## config.mk

```make
export PLATFORM = sky130hd
export DESIGN_NAME = alu_74382_serial_seq
export DESIGN_NICKNAME = d
export VERILOG_FILES = /design/src/rtl/alu_74382_serial_seq.sv
export SDC_FILE = /design/constraint.sdc
export NUM_CORES = 1
export LEC_CHECK = 0
export CAP_MARGIN = 25
export CORE_ASPECT_RATIO = 2
export CORE_MARGIN = 4
export CORE_UTILIZATION = 30
export CTS_BUF_LIST = sky130_fd_sc_hd__clkbuf_4 sky130_fd_sc_hd__clkbuf_8
export DETAILED_ROUTE_END_ITERATION = 10
export PLACE_DENSITY = 0.52
export SLEW_MARGIN = 20
export SYNTH_ARGS = -nofsm -noshare
export SYNTH_HDL_FRONTEND = slang
export SYNTH_HIERARCHICAL = 1
export SYNTH_SLANG_ARGS = --single-unit
```

## constraint.sdc

```tcl
create_clock -name clk -period 3.1 [get_ports clk]
set_clock_uncertainty 0.05 [all_clocks]
set_input_delay 0.62 -clock clk [delete_from_list [all_inputs] [get_ports clk]]
set_output_delay 0.62 -clock clk [all_outputs]
set_load 0.005 [all_outputs]
```

## src/rtl/alu_74382_serial_seq.sv

```systemverilog
// Bit-serial-by-chunk sequencer: runs a wide 74382-style operation through one
// SLICE_W-bit ALU slice, one chunk per clock, LSB chunk first, carry chained via a register.

module alu_74382 #(
    parameter int OPERAND_W = 4,
    parameter int RESULT_W  = 4
) (
    input  logic [2:0]           sel,
    input  logic                 carry_in,
    input  logic [OPERAND_W-1:0] a,
    input  logic [OPERAND_W-1:0] b,
    output logic [RESULT_W-1:0]  result,
    output logic                 carry_out,
    output logic                 overflow
);
    logic [OPERAND_W-1:0] w_x;
    logic [OPERAND_W-1:0] w_y;
    logic [OPERAND_W:0]   w_sum;

    always_comb begin
        w_x = a;
        w_y = b;
        // Subtraction is addition of the one's complement; carry_in=1 means no borrow.
        case (sel)
            3'b001: begin
                w_x = b;
                w_y = ~a;
            end
            3'b010: w_y = ~b;
            default: ;
        endcase
        w_sum = {1'b0, w_x} + {1'b0, w_y} + {{OPERAND_W{1'b0}}, carry_in};

        result    = '0;
        carry_out = 1'b0;
        overflow  = 1'b0;
        case (sel)
            3'b001, 3'b010, 3'b011: begin
                result    = RESULT_W'(w_sum[OPERAND_W-1:0]);
                carry_out = w_sum[OPERAND_W];
                overflow  = (w_x[OPERAND_W-1] == w_y[OPERAND_W-1]) &&
                            (w_sum[OPERAND_W-1] != w_x[OPERAND_W-1]);
            end
            3'b100:  result = RESULT_W'(a ^ b);
            3'b101:  result = RESULT_W'(a | b);
            3'b110:  result = RESULT_W'(a & b);
            3'b111:  result = '1;
            default: result = '0;
        endcase
    end
endmodule

module alu_74382_serial_seq #(
    parameter int SLICE_W    = 4,
    parameter int NUM_SLICES = 4
) (
    input  logic                          clk,
    input  logic                          rst,
    input  logic                          in_valid,
    output logic                          in_ready,
    input  logic [2:0]                    in_sel,
    input  logic                          in_carry,
    input  logic [SLICE_W*NUM_SLICES-1:0] in_a,
    input  logic [SLICE_W*NUM_SLICES-1:0] in_b,
    output logic                          out_valid,
    input  logic                          out_ready,
    output logic [SLICE_W*NUM_SLICES-1:0] out_result,
    output logic                          out_carry,
    output logic                          out_overflow,
    output logic                          busy
);
    localparam int W     = SLICE_W * NUM_SLICES;
    localparam int IDX_W = (NUM_SLICES > 1) ? $clog2(NUM_SLICES) : 1;
    localparam logic [IDX_W-1:0] LAST_IDX = IDX_W'(NUM_SLICES - 1);

    typedef enum logic [1:0] {
        S_IDLE,
        S_RUN,
        S_DONE
    } state_t;

    state_t               r_state;
    state_t               w_state_next;
    logic [2:0]           r_sel;
    logic [W-1:0]         r_a;
    logic [W-1:0]         r_b;
    logic                 r_carry;
    logic [IDX_W-1:0]     r_idx;
    logic [SLICE_W-1:0]   r_acc [NUM_SLICES];
    logic [W-1:0]         r_result;
    logic                 r_cout;
    logic                 r_ovf;

    logic                 w_accept;
    logic                 w_last;
    logic                 w_arith;
    logic [SLICE_W-1:0]   w_a_chunks [NUM_SLICES];
    logic [SLICE_W-1:0]   w_b_chunks [NUM_SLICES];
    logic [W-1:0]         w_acc_flat;
    logic [W-1:0]         w_full;
    logic [SLICE_W-1:0]   w_alu_result;
    logic                 w_alu_cout;
    logic                 w_alu_ovf;

    genvar gi;
    generate
        for (gi = 0; gi < NUM_SLICES; gi++) begin : g_chunk
            assign w_a_chunks[gi] = r_a[gi*SLICE_W +: SLICE_W];
            assign w_b_chunks[gi] = r_b[gi*SLICE_W +: SLICE_W];
            assign w_acc_flat[gi*SLICE_W +: SLICE_W] = r_acc[gi];
        end
    endgenerate

    alu_74382 #(
        .OPERAND_W (SLICE_W),
        .RESULT_W  (SLICE_W)
    ) u_alu (
        .sel       (r_sel),
        .carry_in  (r_carry),
        .a         (w_a_chunks[r_idx]),
        .b         (w_b_chunks[r_idx]),
        .result    (w_alu_result),
        .carry_out (w_alu_cout),
        .overflow  (w_alu_ovf)
    );

    assign in_ready     = (r_state == S_IDLE) || ((r_state == S_DONE) && out_ready);
    assign w_accept     = in_valid && in_ready;
    assign w_last       = (r_idx == LAST_IDX);
    assign w_arith      = (r_sel == 3'b001) || (r_sel == 3'b010) || (r_sel == 3'b011);
    assign out_valid    = (r_state == S_DONE);
    assign busy         = (r_state == S_RUN) || (r_state == S_DONE);
    assign out_result   = r_result;
    assign out_carry    = r_cout;
    assign out_overflow = r_ovf;

    // The final chunk goes straight from the ALU into the output word, so the
    // output register only ever sees complete results.
    always_comb begin
        w_full                   = w_acc_flat;
        w_full[W-1 -: SLICE_W]   = w_alu_result;
    end

    always_ff @(posedge clk or posedge rst) begin
        if (rst) begin
            r_state <= S_IDLE;
        end else begin
            r_state <= w_state_next;
        end
    end

    always_comb begin
        w_state_next = r_state;
        case (r_state)
            S_IDLE: begin
                if (w_accept) w_state_next = S_RUN;
            end
            S_RUN: begin
                if (w_last) w_state_next = S_DONE;
            end
            S_DONE: begin
                if (out_ready) w_state_next = in_valid ? S_RUN : S_IDLE;
            end
            default: w_state_next = S_IDLE;
        endcase
    end

    always_ff @(posedge clk or posedge rst) begin
        if (rst) begin
            r_sel    <= '0;
            r_a      <= '0;
            r_b      <= '0;
            r_carry  <= 1'b0;
            r_idx    <= '0;
            r_result <= '0;
            r_cout   <= 1'b0;
            r_ovf    <= 1'b0;
            for (int i = 0; i < NUM_SLICES; i++) begin
                r_acc[i] <= '0;
            end
        end else if (w_accept) begin
            r_sel   <= in_sel;
            r_a     <= in_a;
            r_b     <= in_b;
            r_carry <= in_carry;
            r_idx   <= '0;
        end else if (r_state == S_RUN) begin
            r_acc[r_idx] <= w_alu_result;
            r_carry      <= w_alu_cout;
            if (w_last) begin
                r_result <= w_full;
                r_cout   <= w_arith && w_alu_cout;
                r_ovf    <= w_arith && w_alu_ovf;
            end else begin
                r_idx <= r_idx + 1'b1;
            end
        end
    end
endmodule

```

; After elaboration in Yosys (flattened, before gate mapping)
; Cells that the tools add are included.
[word_totals]
ff_bits = 74
latch_bits = 0
ramBits = 0
romBits = 0
inputBits = 40
out_inout_bits = 21
wordCells = 82
memories = 0
[classes]
add_sub_neg = 3
mul = 0
div_mod_pow = 0
order_cmp = 2
n_eq_ne = 16
n_shift = 0
mux = 24
n_bitwise = 7
reduce_logical = 17
[ops]
columns = cell, count
row1 = 2-to-1 mux 4 bit, 6
row2 = case mux 4 bit (5 select lines), 1
row3 = binary-select mux 4 bit (select 2 bit), 2
row4 = bitwise mux 16 bit, 1
row5 = equality test 3 bit (second input constant), 4
row6 = 2-to-1 mux 2 bit, 6
row7 = demux 4 bit (select 2 bit), 1
row8 = NOT 4 bit, 2
row9 = case mux 4 bit (2 select lines), 1
row10 = equality test 3 x 2 -> 1 bit (second input constant), 2
row11 = logical AND 1 bit, 6
row12 = inequality test 2 bit (second input constant), 3
row13 = case mux 2 bit (3 select lines), 1
row14 = AND reduction 3 bit, 2
row15 = adder 4 x 4 -> 5 bit, 1
row16 = adder 5 x 1 -> 5 bit, 1
row17 = 2-to-1 mux 1 bit, 5
row18 = bitwise AND 4 bit, 1
row19 = equality test 2 bit (second input constant), 2
row20 = logical OR 1 bit, 4
row21 = OR 4 bit, 1
row22 = AND reduction 2 bit, 2
row23 = XOR 4 bit, 1
row24 = equality test 3 x 1 -> 1 bit (second input constant), 1
row25 = 12 further kinds, 12

; Logic depth before layout (Yosys ltp)
; Gate-level depths: netlist of the first run.
[depth]
depth_word = 12
mapped_depth = 12
ltp_nobuf = 11

; Modules after synthesis
; Netlist of the first run, hierarchy kept.
[by_module_without_submodules]
columns = mod, instances, cells_per_inst, area_each_um2, seq_area_each_um2
row1 = alu_74382_serial_seq, 1, 189, 3050.4, 1751.7
row2 = alu_74382, 1, 99, 721.9, 0.0

; Worst setup path before layout of the first run
; Ideal clock, no wire load.
[synth_timing]
path_type = register -> register
from = reg r_idx[0]
to = reg r_result[13] (netlist: out_result[13])
setup_time_ns = 0.066
t_arrival_ns = 3.092
required_time_ns = 2.984
setup_slack_ns = -0.108
path_stages_with_launch = 10
n_path_buf = 1
synth_period_minus_slack_ns = 3.208
cell_sequence = dfrtp_1 -> buf_2 -> mux4_2 -> and3b_1 -> nor3_1 -> o22ai_1 -> fa_1 -> fa_1 -> a222oi_1 -> mux2_2
[synth_between]
elab_chain_cells = 9
word_cells_on_any_way = 19
classes_between = add/sub (2) / eq/ne (1) / mux (9) / bitwise (6) / reduce/logical (1)
[synth_rtl]
columns = element, line
row1 = from (decl), 88  ; logic [IDX_W-1:0] r_idx;
row2 = from (signal assigned), 195  ; r_idx <= r_idx + 1'b1;
row3 = NOT 2 -> 3 bit (implied by the code) *, "120, 121"
row4 = "binary-select mux 4 bit (select 2 bit), on equally long branches", "121, 120"
row5 = "2-to-1 mux 4 bit, on equally long branches (2 in a row)", "121, 120"
row6 = "NOT 4 bit, on equally long branches", "29, 27"
row7 = case mux 4 bit (2 select lines), 24  ; case (sel)
row8 = adder 4 x 4 -> 5 bit, 32  ; w_sum = {1'b0, w_x} + {1'b0, w_y} + {{OPERAND_W{1'b0}}, carry_in};
row9 = adder 5 x 1 -> 5 bit, 32
row10 = case mux 4 bit (5 select lines) *, 37  ; case (sel)
row11 = net w_alu_result[1], 101  ; logic [SLICE_W-1:0] w_alu_result;
row12 = to (signal assigned), 191  ; r_result <= w_full;
row13 = to (decl), 90  ; logic [W-1:0] r_result;
; Mark *: on every way through the listed nets, which the timed path passes. The rest lies on a longest branch. The select of a mux whose other input is x is not followed.
; A chain may end at the register's enable or synchronous reset.

; Final worst setup path of the first run
[layout_timing]
from = reg r_idx[0]
to = reg r_acc[9] (netlist name)
[layout_between]
elab_chain_cells = 10
word_cells_on_any_way = 23
classes_between = add/sub (2) / order compare (2) / mux (12) / bitwise (6) / reduce/logical (1)
[layout_rtl]
columns = element, line
row1 = NOT 2 -> 3 bit (implied by the code) *, "120, 121"
row2 = "binary-select mux 4 bit (select 2 bit), on equally long branches", "121, 120"
row3 = "2-to-1 mux 4 bit, on equally long branches (2 in a row)", "121, 120"
row4 = "NOT 4 bit, on equally long branches", "29, 27"
row5 = case mux 4 bit (2 select lines), 24
row6 = adder 4 x 4 -> 5 bit, 32
row7 = adder 5 x 1 -> 5 bit, 32
row8 = case mux 4 bit (5 select lines) *, 37
row9 = net w_alu_result[1], 101
row10 = bitwise mux 16 bit *, 188  ; r_acc[r_idx] <= w_alu_result;
row11 = "to (signal, indexed assignment)", 188
row12 = to (decl), 89  ; logic [SLICE_W-1:0] r_acc [NUM_SLICES];
; Marks and branches as above.

==> metrics.txt, run 1 <==
status=completed; endpoints failing hold=0; layout cells sized above 1=36.36%; DRT iter0 DRCs=57; # rows=57; Hold Buf Count CTS=0; clk sinks=70; classification of the worst setup path=register to register; WL per Instance=16.41 µm; Die H=~170 µm; final WL=~8500 µm; H-tree Lvls=3; Clock Tree Root=clkbuf_8; final instance area=0.004981 mm²; router iterations before antenna repair=4; #FFs+latches synth=70; final setup fails=0; IO Count=61; Syn Area/Cell=13.10 µm²; Residual DRC=0; Starting Density=30.75%; Mapped Cells=288; worst min path class=register to register; HPWL Detailed=6639 µm; Worst EP arrival=roughly 3200 ps; grt total ovfl=0; worst-skew pair later-pin latency=350 ps; Worst setup EP type=register; Detail Route Antenna Nets=0; first-pass GRT wire length=13740 µm; Diodes inserted=0; Vias=~2.5k; Die Wd=87.29 µm; Reg clk slew, reported paths=around 80 ps; Worst setup SP type=register; number of synthesis warnings=6; Post-DP Area=roughly 0.0047 mm²; Cell variety after synth=48; Cell Area, Synth=0.003772 mm²; Worst-Margin Slew=around 460 ps; all-layer global routing usage=12.44%; overall power=0.006054 W; vias per std cell=4.789; leakage power=roughly 2.2 nW; Synth Flop Type=dfrtp_1; Crit Path Max Fanout=4; I/O Buffers=60; routability congestion estimate=0.8417; Final Cycle Share=98.52%; Power Density=1215 mW/mm²; initial antenna violation count=0; max_cap viols=0; Finished Layout Cells=521; Fillers=approximately 1.2k; Seq/Total Area, Yosys=46.43%; max_slew headroom=69.63%; min Tclk post-route=3054 ps; # nets final=430; placed insts=504; CTS tree=yes; vias in the first global route=2639; Core ar.=0.01227 mm²; syn_nets=349; Max rail drop VDD=0.4791 mV; Area Growth Syn to Fin=32.04%; Max Freq=327.4 MHz; Req. time, crit path=3280 ps; CTS Buffer Depth=2; Post-synth EDFFs=0; largest net degree at the start of global routing=just over 70; CTS Buf Count=9; ys async rst share=100.0%; RSZ-0062 raised after global routing=yes; die area=0.01454 mm²; Pins Over Slew Limit=0
cells in the final DEF, fill, tap and decap left out, types with 7 or more instances in the layout:
| master | synthesis | layout |
|---|---|---|
| mux4_2 | 8 | 8 |
| nor2_1 | 9 | 8 |
| nand2_1 | 10 | 10 |
| dfrtp_1 | 70 | 69 |
| clkbuf_8 | 0 | 10 |
| inv_1 | 21 | 20 |
| mux2_4 | 8 | 12 |
| mux2_2 | 61 | 57 |
| buf_4 | 3 | 21 |
| clkdlybuf4s50_1 | 0 | 60 |
| a21oi_1 | 8 | 7 |
| ha_1 | 19 | 19 |
state kept, by name (all words and copies together), names as in the netlist:
name          count
out_result       16
r_sel             3
out_carry         1
r_acc            12
r_a              16
r_b              16
out_overflow      1
r_carry           1
r_state           2
r_idx             2
where the power goes:
group          total [W]  internal, W  switching, W
Clock           0.000921     0.000567      0.000354
Combinational    0.00345      0.00192       0.00153
Sequential       0.00168      0.00136      0.000321
metal layers:
metal  wire length, µm  track usage, %
met4               165           5.812
met5                 0               0
met2              5062           23.03
met1              2957           12.55
met3               363           2.916
worst paths after layout:
kind / start / endpoint / slack (ps) / cells past startpoint
setup reg to reg: r_idx[0] / r_acc[9] / 50 / 9
hold / removal: r_a[1] / r_a[1] / 460 / 1
max in group asynchronous: rst / r_idx[0] / 2100 / 3
min in group asynchronous: rst / r_state[1] / 610 / 3
hold reg to reg: r_a[1] / r_a[1] / 460 / 1
setup / recovery: r_idx[0] / r_acc[9] / 50 / 9
per-stage QoR:
stage               hold slack, ps  setup TNS [ps]  setup WS [ps]  util, %
floorplan                    423.6               0          18.45        -
global placement             432.8               0          9.097    37.97
detailed placement           441.3          -275.8         -63.83    37.97
CTS                          459.6               0          2.357    40.06
global route                 467.4          -415.6         -77.45    40.61
finish                       456.8               0          45.96    40.61
worst max-delay path, cell delays in order (launching register included):
cell and delay [ps]:
dfrtp_2 430, mux4_2 530, nor3b_4 170, a211oi_2 180
o22ai_2 100, fa_2 430, fa_2 530, a222oi_1 90
buf_4 170, mux2_4 260
what timing repair did:
action	CTS	global route
setup buffers	0	2
endpoints found under the setup margin	10	15
resized for setup	2	14
cloned	0	0
pin swaps	0	11
cell usage after synthesis, types with 2 or more instances:
cell type	n	area (µm²)
buf_4	3	22.52
ha_1	19	237.7
o21ai_0	6	30.03
nor3b_1	3	22.52
a21oi_1	8	40.04
nand4_1	2	12.51
mux2_4	8	120.1
mux2i_1	5	50.05
nand3b_1	5	37.54
fa_1	2	40.04
inv_1	21	78.83
mux4_2	8	180.2
o21ba_2	2	20.02
nor3_1	4	20.02
nor2_1	9	33.78
nand2_1	10	37.54
buf_2	5	25.02
o22ai_1	2	12.51
and3b_1	3	26.28
dfrtp_1	70	1752
buf_6	2	22.52
clkbuf_1	2	7.510
a211oi_1	3	22.52
a2bb2oi_1	2	17.52
mux2_2	61	686.9
kinds of logic after synthesis:
| kind of cell | Yosys count | share of synthesized area (%) |
|---|---|---|
| AND/OR/NAND/NOR | 44 | 6.833 |
| flip-flops | 70 | 46.43 |
| AO/OA/AOI/OAI | 34 | 6.601 |
| multiplexers | 82 | 27.50 |
| adder cells (fa/ha/maj) | 21 | 7.363 |
| buffers and inverters | 35 | 4.809 |
| XOR/XNOR | 2 | 0.4644 |
layout make-up:
type	instances	area, µm²	share of cell area, %
clock buffer	11	145.1	2.914
clock inverter	5	106.4	2.135
inverter	21	78.83	1.583
multi-input combinational	183	1904	38.23
sequential	70	1753	35.19
tap	147	183.9	3.693
timing repair buffer	84	809.5	16.25
(Power assumes the default switching activity.)
==> run 2: changes to the inputs <==
CAP_MARGIN = 15   (was 25)
==> results of run 2 <==
The final DEF is identical to that of run 1; final timing and power are the same.
==> run 3: changes to the inputs <==
GPL_TIMING_DRIVEN = 0   (was unset)
==> run 3 against run 2 <==
Against the previous run: the flow now finishes with violations (setup timing); register-to-register slack lost 100 ps; cell area grew 1.4%; fmax shrank 3.2%; die area is the same; combinational power grew 13%; sequential power shrank 6%; via count grew 2.0%; flip-flop and latch count is the same; setup slack lost 100 ps; utilization grew 0.55 points; hold slack lost 3.2 ps; first-iteration DRC count grew 28%; largest cell class unchanged; largest power group unchanged; highest routed layer unchanged.
==> metrics.txt, run 3 (synthesized netlist as in run 1, its figures left out) <==
CTS Buf Count=9 (unchanged); Finished Layout Cells=526 (was 521); WL per Instance=16.44 µm (was 16.41 µm); vias per std cell=4.840 (was 4.789); cell mode on critical path=fa_2 (unchanged); status=complete, but fails checks (was completed); Max rail drop VDD=0.5081 mV (was 0.4791 mV); worst-skew pair later-pin latency=360 ps (was 350 ps); overall power=0.006222 W (was 0.006054 W); first-pass GRT wire length=14370 µm (was 13740 µm); Die H=166.6 µm (unchanged); Vias=2546 (was 2495); RSZ-0062 raised after global routing=yes (unchanged); Diodes inserted=0 (unchanged); max_slew headroom=67.18% (was 69.63%); Detail Route Antenna Nets=0 (unchanged); CTS tree=yes (unchanged); initial antenna violation count=0 (unchanged); FF-to-FF setup slack=-50 ps (was 50 ps); final WL=8650 µm (was 8548 µm); crit-path cells=buf_12 > mux4_2 > nor3b_4 > a211oi_2 > o22ai_2 > fa_2 > fa_2 > a222oi_1 > buf_4 > mux2_4 (was mux4_2 > nor3b_4 > a211oi_2 > o22ai_2 > fa_2 > fa_2 > a222oi_1 > buf_4 > mux2_4); max_cap viols=0 (unchanged); routability congestion estimate=0.8556 (was 0.8417); failing checks=setup timing; min Tclk post-route=3154 ps (was 3054 ps); clk sinks=70 (unchanged); die area=0.01454 mm² (unchanged); # nets final=436 (was 430); most frequent cells in the layout=dfrtp_1 (70), clkdlybuf4s50_1 (59), mux2_2 (55) (was dfrtp_1 (69), clkdlybuf4s50_1 (60), mux2_2 (57)); layout cells sized above 1=39.31% (was 36.36%); Worst setup SP type=register (unchanged); final setup fails=9 (was 0); largest net degree at the start of global routing=41 (was 71); worst min path class=register to register (unchanged); max incr delay on CP=550 ps (was 530 ps); CTS Buffer Depth=2 (unchanged); all-layer global routing usage=12.90% (was 12.44%); IO Count=61 (unchanged); DRT iter0 DRCs=73 (was 57); worst r2r src=r_idx[0] (unchanged); Area Growth Syn to Fin=33.83% (was 32.04%); # rows=57 (unchanged); HPWL Detailed=6589 µm (was 6639 µm); Req. time, crit path=3290 ps (was 3280 ps); commonest non-fill, non-tap cell in the layout=dfrtp_1 (unchanged); Starting Density=30.75% (unchanged); Fillers=1232 (was 1207); final setup margin=-54.06 ps (was 45.96 ps); Die Wd=87.29 µm (unchanged); Core ar.=0.01227 mm² (unchanged); Reg-to-Reg End=r_acc[13] (was r_acc[9]); router iterations before antenna repair=4 (unchanged); Crit Path Max Fanout=6 (was 4); Final Cycle Share=101.7% (was 98.52%); Max Freq=317.1 MHz (was 327.4 MHz); H-tree Lvls=3 (unchanged); Pins Over Slew Limit=0 (unchanged); Worst-Margin Slew=491.3 ps (was 455.6 ps); placed insts=495 (was 504); Slowest-stage cell, CP=fa_2 (was mux4_2); Hold WS=453.6 ps (was 456.8 ps); Setup TNS=-355.5 ps (was 0 ps); Worst setup EP type=register (unchanged); grt total ovfl=0 (unchanged); classification of the worst setup path=register to register (unchanged); Clock Tree Root=clkbuf_8 (unchanged); Critical Path Start=r_idx[0] (unchanged); Worst EP arrival=3340 ps (was 3240 ps); Reg2Reg Depth=10 (was 9); critical path endpoint=r_acc[13] (was r_acc[9]); I/O Buffers=59 (was 60); Layout Utilization=41.16% (was 40.61%); Reg clk slew, reported paths=80 ps (about the same); endpoints failing hold=0 (unchanged); leakage power=2.188 nW (was 2.170 nW); Residual DRC=0 (unchanged); Power Density=1232 mW/mm² (was 1215 mW/mm²); vias in the first global route=2773 (was 2639)
## run 3: routing by layer
| metal | GRT usage, % | share of wire [%] | vias to the layer above |
|---|---|---|---|
| met3 | 2.076 | 3.6 | 16 |
| li1 | - | - | 1201 |
| met4 | 7.081 | 2.5 | 0 |
| met2 | 23.85 | 58 | 54 |
| met5 | 0 | 0 | - |
| met1 | 13.17 | 35 | 1275 |
## run 3: worst min path at each step
stage	startpoint	end	depth (start not counted)
6_report	r_acc[8]	out_result[4]	1
5_1_grt	r_acc[11]	out_result[7]	1
4_1_cts	r_b[11]	r_b[11]	1
3_5_place_dp	r_b[11]	r_b[11]	1
3_3_place_gp	r_b[11]	r_b[11]	1
2_1_floorplan	r_acc[4]	r_acc[4]	1
## run 3: where the power goes
group | switching (W) | total, W | internal [W]
registers | 0.000226 | 0.00158 | 0.00136
logic | 0.00178 | 0.00389 | 0.00212
clock network | 0.000355 | 0.000745 | 0.000390
## run 3: through the flow
stage	instance area, µm²	worst slack [ps]
final	5049	-54.06
after global routing	5049	-154.3
after global placement	4559	-711.6
after detailed placement	4582	-759.3
after floorplan	3785	18.45
after CTS	4938	-162.2
## run 3: final cells by class
type / count / area, µm² / share of cell area (%)
tap: 147 / 183.9 / 3.643
inverter: 21 / 81.33 / 1.611
buffer: 14 / 121.4 / 2.404
clock buffer: 10 / 137.6 / 2.726
sequential: 70 / 1752 / 34.70
timing repair buffer: 76 / 734.5 / 14.55
clock inverter: 5 / 58.81 / 1.165
multi-input combinational: 183 / 1979 / 39.21
## run 3: repair_timing
item,CTS,global route
buffers inserted,11,5
hold endpoints to repair,0,0
cloned,0,0
pin swaps,11,10
resized for setup,19,15
hold buffers,0,0
endpoints found under the setup margin,19,19
## run 3: worst max-delay path: cells and delay by family (launching register included)
family / cells / cell delay, ps
adder cells (fa/ha/maj): 2 / 950
multiplexers: 2 / 770
flip-flops: 1 / 410
AO/OA/AOI/OAI: 3 / 370
buffers and inverters: 2 / 310
AND/OR/NAND/NOR: 1 / 170
==> variant 1: new RTL, settings of run 2 <==
Make the reset (`rst`) synchronous in 2 clocked blocks.
--- a/src/rtl/alu_74382_serial_seq.sv
+++ b/src/rtl/alu_74382_serial_seq.sv
@@ -141,7 +141,7 @@
         w_full[W-1 -: SLICE_W]   = w_alu_result;
     end
 
-    always_ff @(posedge clk or posedge rst) begin
+    always_ff @(posedge clk) begin
         if (rst) begin
             r_state <= S_IDLE;
         end else begin
@@ -165,7 +165,7 @@
         endcase
     end
 
-    always_ff @(posedge clk or posedge rst) begin
+    always_ff @(posedge clk) begin
         if (rst) begin
             r_sel    <= '0;
             r_a      <= '0;
Function: differs if rst is asserted again (counterexample within 4 cycles, from zero or initial values and one cycle with rst high); with rst held inactive, the same outputs for 10 cycles.
==> variant 1 against run 2 <==
Wire length up 11%; synthesized area fell by 0.27%; sequential cell count unchanged; setup slack gained 0.10 ns; cell area is 3.6% lower; worst hold slack worse by 0.050 ns; fmax is 3.6% higher; die area is 0.25% lower; sequential share of layout area fell by 3.4 points; via count increased by 25%.
Power is not compared: it rests on default switching activity, and its combinational part moved more than twofold at a synthesized area within 25%.
==> variant 1: results (changes against run 2) <==
** Placement
- The port buffer count is 60 (unchanged).
- The final weighted congestion in routability-driven placement came to 0.8078 (-4.0%).
- Placed inst area :: 4524 µm² (-2.9%)
- The worst setup slack after placement was -0.009910 ns (+0.05392 ns).
- The half-perimeter wire length of the detailed placement result came to 7270 µm (+9.5%).
- The placed instance count came to 608 (+21%).

** Status
- Status :: completed

** Yosys
- The fraction of synthesis flops using an asynchronous set or reset pin came to 0% (-100 points).
- Synth Net Count :: 472 (+35%)
- The count of distinct cell types in the synthesized netlist came to 55 (+15%).
- Avg Cell Area, Syn :: 9.088 µm² (-31%)
- By count the netlist is led by 58 x sky130_fd_sc_hd__dfxtp_1, 43 x sky130_fd_sc_hd__a21oi_1, 39 x sky130_fd_sc_hd__nand2_1.
- The number of warning messages in the yosys log came to 18 (+12).
- Number of enable-type register cells in the synthesized netlist :: 12 (+12)
- The share of the yosys chip area belonging to registers came to 40.44% (-6.0 points).
- After synthesis, the cell types taking the most area are sky130_fd_sc_hd__dfxtp_1 31%, sky130_fd_sc_hd__edfxtp_1 9.6%, sky130_fd_sc_hd__mux2i_1 6.1%.

** Power
- Net switching is 30.36% of the power.
- Summed over all cells, the static leakage comes to between 1.5 and 2 nW.
- Power of the combinational group :: about 800 µW
- Worst vdd ir :: 0.0002214 V
- Clock network power share :: 32.8%

** Global routing
- Pin count of the biggest net entering global routing :: 39 (-45%)
- The overall track demand over capacity in global routing came to 13.44% (+1.0 points).
- Via count of the first global-routing pass :: 3,122 (+18%)
- First-pass GRT wire length :: 15,250 µm (+11%)
- Initial antenna violation count :: 0 (unchanged)

** Routing
- Average wire length per cell after detail routing :: 15.17 µm (-7.5%)
- Router iterations before antenna repair :: 4 (unchanged)
- The number of vias per cell after detailed routing came to 4.987 (+4.1%).
- Violation count after the first detailed-routing iteration :: 99 (+74%)

** Critical path
- Worst setup path start :: r_idx[0]
- Worst-path fanout max :: 4 (unchanged)
- The critical path's largest stage delay came to 0.50 ns (-0.03 ns).
- On the critical path the largest part of the delay comes from compound AO/OA/AOI/OAI gates.
- The slowest stage of the critical path belongs to the cell sky130_fd_sc_hd__mux4_2.

** Timing
- Worst rel slew slack :: 55.96% (-14 points)

** Clocking
- The H-tree depth was 3 (unchanged).
- At the later pin of the worst-skew pair, clock insertion delay measures between 0.3 and 0.4 ns.
- After clock tree synthesis, the clock-pin slew on the worst setup and hold paths is about 0.07 ns.
- The number of buffers inserted by post-CTS setup repair is 0 (unchanged).
- Cell at the root of the clock tree :: sky130_fd_sc_hd__clkbuf_8
- Post-cts resize count :: 1 (-1)
- Clock Tree Buf Depth :: 2 (unchanged)
- The number of buffers created by CTS is 9 (unchanged).

** Job
- Reported max-cap violation count :: 0 (unchanged)

** Cells and area
- Count of inserted antenna diode cells :: 0 (unchanged)
- The share of final-layout standard cells stronger than drive strength 1 is 13.39% (-23 points).
- Count of placed standard cells in the final layout, fillers left out :: 625 (+20%)
- The count of nets after finishing came to 531 (+23%).
- Number of fill cells :: 1,249 (+3.5%)

** Min path
- The path class of the tightest hold or removal check is flip-flop to flip-flop.
- In this run the most critical hold path is launched from out_carry.
variant 1: cell count changes in the layout (fill, tap and decap cells not counted), sizes merged, moves of 4 or more:
cell	delta
dfxtp	+58
nand2b	+4
or2	+5
dfrtp	-70
and2	+13
mux2	-67
mux2i	+18
o21ai	+37
nand2	+28
a21oi	+36
edfxtp	+12
nand3	+37
variant 1: metrics by stage:
step,power [mW],hold slack [ns]
floorplan,1.610,0.4005
global placement,1.854,0.3926
detailed placement,1.869,0.3991
CTS,2.790,0.4086
global route,2.929,0.4410
finish,2.766,0.4068
variant 1: area by class of cell:
cell class | count | area (µm²) | share of cell area (%)
Sequential cell | 70 | 1525 | 31.78
Clock buffer | 11 | 145.1 | 3.024
Clock inverter | 5 | 105.1 | 2.190
Timing Repair Buffer | 82 | 765.7 | 15.95
Tap cell | 147 | 183.9 | 3.832
Inverter | 18 | 67.56 | 1.408
Multi-Input combinational cell | 292 | 2007 | 41.81
variant 1: final timing paths:
| path | end | slack [ns] | depth (start not counted) |
|---|---|---|---|
| worst max register to register | r_carry | 0.15 | 12 |
| worst min-delay path | out_carry | 0.41 | 2 |
| worst max-delay path | r_carry | 0.15 | 12 |
| worst min register to register | out_carry | 0.41 | 2 |
variant 1: kinds of logic after synthesis:
kind of cell,after synthesis,synth area share [%]
xor gates and xnor gates,2,0.4657
muxes,33,11.51
and+or+nand+nor,129,17.89
buffers and inverters,52,6.585
adders and majority gates,18,6.385
AOI/OAI and AO/OA,110,16.73
DFF,70,40.44
variant 1: metal layers:
metal	track usage, %	share of wire, %	routed length, µm
met5	0	0	0
met4	6.079	2.5	235
met3	1.936	2.7	260
met2	25.98	59	5555
met1	13.43	36	3430
==> variant 2: new RTL, settings of run 2 <==
Without the edit above. Set the parameter `NUM_SLICES` to 8 (it was 4).
--- a/src/rtl/alu_74382_serial_seq.sv
+++ b/src/rtl/alu_74382_serial_seq.sv
@@ -52,7 +52,7 @@
 
 module alu_74382_serial_seq #(
     parameter int SLICE_W    = 4,
-    parameter int NUM_SLICES = 4
+    parameter int NUM_SLICES = 8
 ) (
     input  logic                          clk,
     input  logic                          rst,
Ports: changed (resized in_a, in_b and out_result); port bits go from 61 to 109. No check against the original RTL was run, so the function may have changed too.
==> variant 2 against run 2 <==
Wire length grew 100%; sequential cell count grew 65; global-route usage grew 1.7 points; cell area up 89%; total power is 78% higher; synthesized cell count is 66% higher; setup slack got worse by 0.30 ns; critical path type unchanged; clock power increased by 82%; critical path depth increased by 8; largest cell class is now sequential cells; synthesized area grew 82%; the flow now finishes with violations (negative setup slack).
==> variant 2: results (changes against run 2) <==
** Global routing
- Via count of the first global-routing pass :: 5,010 (+90%)
- Pin count of the biggest net entering global routing :: 136 (+92%)

** Power
- Worst vdd ir :: 0.0004562 V (-4.8%)
- Internal power of the cells :: 6.910 mW (+80%)
- Pleak :: 4.202 nW (+94%)

** Timing
- Setup Total Neg Slack :: -5.850 ns (-5.850 ns)
- Worst rel slew slack :: 50.93% (-19 points)
- Final setup violation count :: 27 (+27)
- The worst slack on hold paths was 0.4569 ns (+0.0001220 ns).
- Least setup slack across all paths after layout :: -0.2511 ns (-0.2971 ns)

** Cells and area
- Layout cells sized above 1 :: 43.01% (+6.6 points)
- Proportion of cell area occupied by multi-input gates :: 35.56% (-2.7 points)
- The fraction of area in clock buffers and inverters is 4.873% (-0.18 points).
- Portion of the layout cell area used by non-clock buffers :: 19.03% (+2.8 points)
- The count of nets after finishing is 750 (+74%).
- The number of cells in the finished layout apart from fillers is 952 (+83%).
- The number of multi-input combinational cells in the layout came to 295 (+61%).

** Critical path
- The endpoint identified for the worst register-to-register timing path is r_carry.
- The arrival time of data at the critical path endpoint was 3.68 ns (+0.44 ns).
- Slowest library cell on the worst path :: sky130_fd_sc_hd__dfrtp_2
- Max incr delay on CP :: 0.47 ns (-0.06 ns)
- Worst-path fanout max :: 6 (+2)

** Routing
- The average routed wire per standard cell is 18.10 µm (+10%).

** Clocking
- Post-cts resize count :: 18 (+16)
- The number of buffers inserted by post-CTS setup repair is 11 (+11).

** Placement
- The worst setup slack after placement is -0.9016 ns (-0.8378 ns).
- Dpl cells :: 909 (+80%)
- The half-perimeter wire length of the detailed placement result came to 13,010 µm (+96%).

** Status
- Status :: finished with violations
- The final reports fail on negative setup slack.

** Yosys
- Post-synthesis compound-gate area fraction :: 6.846% (+0.25 points)
- The count of distinct cell types in the synthesized netlist came to 53 (+10%).
- List of most frequent post-synthesis cells :: 135 x sky130_fd_sc_hd__dfrtp_1, 72 x sky130_fd_sc_hd__mux2_2, 60 x sky130_fd_sc_hd__mux2_4
- The xor/xnor cell area share of the yosys netlist was 0.2556% (-0.21 points).
- The number of register bits inferred by synthesis was 135 (+93%).

** Min path
- The startpoint identified for the worst hold timing path is r_acc[20].
variant 2: layer usage:
| layer | GRT usage, % | vias up | routed length [µm] |
|---|---|---|---|
| li1 | - | 2092 | - |
| met1 | 14.98 | 2294 | 6167 |
| met2 | 27.26 | 80 | 10340 |
| met3 | 2.076 | 17 | 394 |
| met4 | 5.155 | 0 | 324 |
| met5 | 0 | - | 0 |
variant 2: how the worst max path moves through the flow:
stage / start / end / slack [ns] / cells after the start
after floorplan: r_idx[0] / r_acc[13] / -0.44 / 11
after global placement: r_idx[0] / r_acc[13] / -0.80 / 9
after detailed placement: r_idx[0] / r_acc[5] / -0.90 / 9
after CTS: r_idx[0] / out_overflow / -0.31 / 14
after global routing: r_idx[0] / out_overflow / -0.43 / 14
final: r_idx[0] / r_carry / -0.25 / 17
variant 2: worst max-delay path, delay by kind of cell (launching register included):
kind	cells	cell delay (ns)
simple gates	3	0.39
fa+ha+maj	2	0.83
flops	1	0.47
mux	1	0.06
compound gates	6	0.85
buf+inv	5	0.64
